[src/rtl/alu_sign_extend_pkg.sv]
`default_nettype none
// ============================================================================
//  Module      : alu_sign_extend_pkg
//  Description : Shared control and parameter definitions for the ALU /
//                immediate-extend slice: datapath widths, ALU operation
//                codes and immediate format codes.
//  Revision    : 1.0 - initial release
// ============================================================================
package alu_sign_extend_pkg;

    // Datapath and instruction-field widths
    localparam int c_xlen        = 32;
    localparam int c_instr_width = 25;

    // ALU operation select codes
    typedef enum logic [3:0] {
        c_alu_add  = 4'b0000,
        c_alu_sub  = 4'b0001,
        c_alu_and  = 4'b0010,
        c_alu_or   = 4'b0011,
        c_alu_xor  = 4'b0100,
        c_alu_sll  = 4'b0101,
        c_alu_srl  = 4'b0110,
        c_alu_sra  = 4'b0111,
        c_alu_slt  = 4'b1000,
        c_alu_sltu = 4'b1001,
        c_alu_nop  = 4'b1111
    } alu_op_e;

    // Immediate format select codes
    typedef enum logic [2:0] {
        c_imm_i = 3'b000,
        c_imm_s = 3'b001,
        c_imm_b = 3'b010,
        c_imm_u = 3'b011,
        c_imm_j = 3'b100
    } imm_src_e;

endpackage : alu_sign_extend_pkg
`default_nettype wire

[src/rtl/alu_sign_extend_imm_extend.sv]
`default_nettype none
// ============================================================================
//  Module      : imm_extend
//  Description : Combinational immediate decoder. Reassembles and sign-
//                extends the immediate field of instruction bits [31:7]
//                according to the selected instruction format.
//  Revision    : 1.0 - initial release
// ============================================================================
module imm_extend
    import alu_sign_extend_pkg::*;
(
    input  logic [c_instr_width-1:0] i_instr_imm,
    input  logic [2:0]               i_imm_src,
    output logic [c_xlen-1:0]        o_imm
);

    // Field reassembly per format; s[24] is instruction bit 31 (the sign bit)
    always_comb begin
        o_imm = '0;
        case (i_imm_src)
            c_imm_i: o_imm = {{20{i_instr_imm[24]}}, i_instr_imm[24:13]};
            c_imm_s: o_imm = {{20{i_instr_imm[24]}}, i_instr_imm[24:18],
                              i_instr_imm[4:0]};
            c_imm_b: o_imm = {{19{i_instr_imm[24]}}, i_instr_imm[24],
                              i_instr_imm[0], i_instr_imm[23:18],
                              i_instr_imm[4:1], 1'b0};
            c_imm_u: o_imm = {i_instr_imm[24:5], 12'b0};
            c_imm_j: o_imm = {{11{i_instr_imm[24]}}, i_instr_imm[24],
                              i_instr_imm[12:5], i_instr_imm[13],
                              i_instr_imm[23:14], 1'b0};
            default: o_imm = '0;
        endcase
    end

endmodule : imm_extend
`default_nettype wire

[src/rtl/alu_sign_extend.sv]
`default_nettype none
// ============================================================================
//  Module      : alu_sign_extend
//  Description : Single-cycle ALU with registered result and zero flag.
//                Operand B is either the register operand or the
//                combinationally extended immediate.
//  Revision    : 1.0 - initial release
// ============================================================================
module alu_sign_extend
    import alu_sign_extend_pkg::*;
#(
    parameter int XLEN = c_xlen
) (
    input  logic                     clk,
    input  logic                     rst,
    input  logic [3:0]               alu_ctrl,
    input  logic                     alu_src,
    input  logic [XLEN-1:0]          src1,
    input  logic [XLEN-1:0]          src2,
    input  logic [c_instr_width-1:0] instr_imm,
    input  logic [2:0]               imm_src,
    output logic [XLEN-1:0]          imm_signed,
    output logic [XLEN-1:0]          results,
    output logic                     zero
);

    logic [XLEN-1:0] w_imm;
    logic [XLEN-1:0] w_op_b;
    logic [4:0]      w_shamt;
    logic [XLEN-1:0] w_alu_result;
    logic [XLEN-1:0] r_results;
    logic            r_zero;

    imm_extend u_imm_extend (
        .i_instr_imm (instr_imm),
        .i_imm_src   (imm_src),
        .o_imm       (w_imm)
    );

    assign imm_signed = w_imm;
    assign w_op_b     = alu_src ? w_imm : src2;
    assign w_shamt    = w_op_b[4:0];

    // ALU operation decode; carries and overflow are discarded by design
    always_comb begin
        w_alu_result = '0;
        case (alu_ctrl)
            c_alu_add:  w_alu_result = src1 + w_op_b;
            c_alu_sub:  w_alu_result = src1 - w_op_b;
            c_alu_and:  w_alu_result = src1 & w_op_b;
            c_alu_or:   w_alu_result = src1 | w_op_b;
            c_alu_xor:  w_alu_result = src1 ^ w_op_b;
            c_alu_sll:  w_alu_result = src1 << w_shamt;
            c_alu_srl:  w_alu_result = src1 >> w_shamt;
            c_alu_sra:  w_alu_result = $signed(src1) >>> w_shamt;
            c_alu_slt:  w_alu_result = {{(XLEN-1){1'b0}},
                                        ($signed(src1) < $signed(w_op_b))};
            c_alu_sltu: w_alu_result = {{(XLEN-1){1'b0}}, (src1 < w_op_b)};
            default:    w_alu_result = '0;
        endcase
    end

    // Result and zero flag register; reset forces the "result is zero" state
    always_ff @(posedge clk or posedge rst) begin
        if (rst) begin
            r_results <= '0;
            r_zero    <= 1'b1;
        end else begin
            r_results <= w_alu_result;
            r_zero    <= (w_alu_result == '0);
        end
    end

    assign results = r_results;
    assign zero    = r_zero;

endmodule : alu_sign_extend
`default_nettype wire

[config.mk]
export PLATFORM = sky130hd
export DESIGN_NAME = alu_sign_extend
export DESIGN_NICKNAME = d
export VERILOG_FILES = /design/src/rtl/alu_sign_extend_pkg.sv /design/src/rtl/alu_sign_extend_imm_extend.sv /design/src/rtl/alu_sign_extend.sv
export SDC_FILE = /design/constraint.sdc
export NUM_CORES = 1
export LEC_CHECK = 0
export ABC_AREA = 1
export BUFFER_PORTS_ARGS = -buffer_cell sky130_fd_sc_hd__clkbuf_2
export CAP_MARGIN = 20
export CORE_MARGIN = 5
export CORE_UTILIZATION = 35
export CTS_CLUSTER_DIAMETER = 40
export DETAILED_ROUTE_END_ITERATION = 8
export GPL_TIMING_DRIVEN = 0
export PLACE_DENSITY_LB_ADDON = 0.05
export SYNTH_ARGS = -nofsm -noshare
export SYNTH_HDL_FRONTEND = slang
export SYNTH_SLANG_ARGS = --single-unit
[constraint.sdc]
create_clock -name clk -period 1.45 [get_ports clk]
set_input_delay 0.29 -clock clk [delete_from_list [all_inputs] [get_ports clk]]
set_output_delay 0.29 -clock clk [all_outputs]
set_load 0.01 [all_outputs]
==> results.md <==
* Crit path top cell by count: nand2_2
* Critical Path AT at 3700 ps
* Violated checks: setup timing
* Status: finished, violations left
* Warnings from Yosys at 0
* Cell Pwr Density at 638 mW/mm2
* Crit-path max FO at 8
* I/O Buffers at 163
* Max stage delay on crit path at 300 ps
* RSZ-0062 raised after global routing: true
* WP buf/inv at 6
* Layout cells sized above 1 at 0.389
* Pleak at 9.42 nW
* Max clock buf depth at 2
* Register area share after synthesis at 0.0703
* IO Pins at 164
* Top cells by count, synth: 770 x nand2_1, 389 x nand3_1, 266 x inv_1, 188 x nor2_1, 114 x a21oi_1
* Row cnt at 67
* Post-Syn Instances at 2282
* Vias/cell at 5.81
* Layout Cells excl Fill at 3105
* Final period util at 2.41
* GP Congestion at 1.05
* Tot Pwr at 12.0 mW
* DP HPWL at 61.5 mm
* Critical-path top delay cell: ha_4
* Synth Cell Area at 0.0118 mm2
* Core Box Area at 0.0334 mm2
* Crit path kind: primary input to flip-flop
* Actual slew at the worst max-slew pin at 983 ps
* H-tree Lvls at 2
* Critical Path Sink Type: flip-flop
* Antenna Nets Post-Route at 0
* Post-synthesis register bit count at 33
* Drt initial violations at 2273
* Final Setup Violations at 50
* Placed insts at 2894
* Filler cell count at 3389
* Final worst slack at -2050 ps
* Post-Syn Nets at 2480
* Delay-heaviest family, CP: simple AND/OR/NAND/NOR gates
* Hold crit path type: primary input to async pin
* GR Overflow Total at 0
* GRT Util Overall at 0.380
* Initial Util at 0.352
* Asr flop ratio synth at 1.00
* TritonCTS Buffers at 5
* Area contributors post-synth: nand2_1 25%, nand3_1 17%, ha_1 10%, inv_1 8.5%, dfrtp_1 6.8%
* Largest area contributor in the netlist: nand2_1
* Vias at 18000
* Largest net degree at the start of global routing at 28
* Chip Width at 193 um
* Most frequent cell after synthesis: nand2_1
* DR WL/cell at 24.7 um
* Clock Tree Root: clkbuf_16
* Crit path time final at 3500 ps
* Critical Path RT at 1660 ps
* Peak VDD IR at 0.000710 V
* Hold Fails Final Rpt at 0
* Clock slew at reported path FFs at 50 ps
* Main synth FF type: dfrtp_1
* Synth unique cells at 48
* Slew margin rel. at 0.345
* Final wirelength at 76.8 mm
* Mean post-synth cell area at 5.15 um2
* Ant diodes at 0
* Die area at 0.0374 mm2
* Area Growth Syn to Fin at 59.8%
* Critical path startpoint: imm_src[1]
* Initial antenna violation count at 0
* Nets at 2854
* Max-cap viol count at 0
* First-pass GRT wire length at 109 mm
* Vert. Die Dim at 193 um
* Worst Setup Start Kind: primary input
* Final Slew Violations at 0
* Drt pass-1 iters at 5
* CTS Sinks at 33
* Vias in the first global route at 16700
* TritonCTS clock tree: yes
* Number of synthesized flops with an enable pin at 0
* Fmax achieved at 0.286 GHz
* Synth top area share at 0.246
* Residual DRC count at 0
==> worst max path at each step <==
stage	endpoint	cells past startpoint
after detailed placement	zero	24
after global routing	zero	27
after floorplan	zero	27
after CTS	zero	29
final	zero	28
after global placement	zero	24
==> state kept, by name, indices dropped and copies added (netlist names) <==
name and cells:
results 32, zero 1
==> metal layers <==
layer / up-vias / part of all wire / GRT usage
li1: 8256 / - / -
met4: 0 / 0.054 / 0.155
met3: 183 / 0.11 / 0.0797
met2: 1160 / 0.41 / 0.566
met1: 8435 / 0.42 / 0.534
met5: - / 0 / 0
==> cells in the final DEF, fill, tap and decap left out, types with 11 or more instances in the layout <==
cell type  instances
buf_12            23
nand4_1           38
nand2_1          644
nand3_1          329
buf_2             33
inv_2             49
ha_4              26
clkbuf_1          13
nand3_4           22
buf_4            178
clkbuf_16         14
a21oi_1           54
a21oi_4           28
nand2_4           31
buf_6             47
o21ai_2           36
o21ai_1           38
buf_8             12
ha_1              66
a21oi_2           32
inv_4             12
nand3_2           46
o21ai_4           25
nor2_4            62
o21ai_0           31
clkbuf_2         141
dfrtp_1           32
nand2_2          105
a221oi_1          11
nor2_1            94
o22ai_1           15
inv_1            206
nor2_2            35
==> metrics by stage <==
step / cell area, um2 / TNS (ps) / hold WS [ps] / setup slack (ps) / util
after global routing: 18800 / -54210 / 518 / -2120 / 0.563
after global placement: 14300 / -87220 / 597 / -3150 / 0.429
after CTS: 17400 / -50300 / 504 / -1860 / 0.523
after detailed placement: 14300 / -87040 / 233 / -3140 / 0.430
final: 18800 / -51050 / 511 / -2050 / 0.563
after floorplan: 12900 / -34100 / 418 / -1460 / -
==> final cells by class <==
cell class | count | area [um2] | share of cell area
timing repair buffer | 368 | 2740 | 0.146
tap | 448 | 561 | 0.0298
multi-input combinational | 1874 | 12400 | 0.657
sequential | 33 | 827 | 0.0440
clock buffer | 5 | 125 | 0.00666
clock inverter | 3 | 17.5 | 0.000932
buffer | 96 | 1030 | 0.0547
inverter | 278 | 1140 | 0.0607
==> tightest hold or removal path: stages <==
cell,delay [ps]
dlygate4sd3_1,540
clkbuf_2,100
inv_1,250
==> report_power, final <==
part / switching (mW) / internal (mW) / total (mW)
logic: 6.26 / 3.64 / 9.91
clock network: 0.357 / 0.627 / 0.984
registers: 0.0462 / 1.05 / 1.10
total: 6.67 / 5.32 / 12.0
==> repair_timing <==
item | 4_1_cts | 5_1_grt
endpoints found under the setup margin | 63 | 60
gates resized for setup | 423 | 245
endpoints found under the hold margin | 6 | 0
cloned | 3 | 1
buffers inserted | 149 | 70
pin swaps | 148 | 115
hold buffers | 1 | 0
==> cells by family after synthesis <==
kind of cell,Yosys count,share of synthesized area
AOI/OAI and AO/OA,314,0.149
xor gates and xnor gates,3,0.00223
adders and majority gates,99,0.107
buffers and inverters,375,0.134
DFF,33,0.0703
and+or+nand+nor,1458,0.537
No activity file was read; power rests on OpenSTA's default activity.
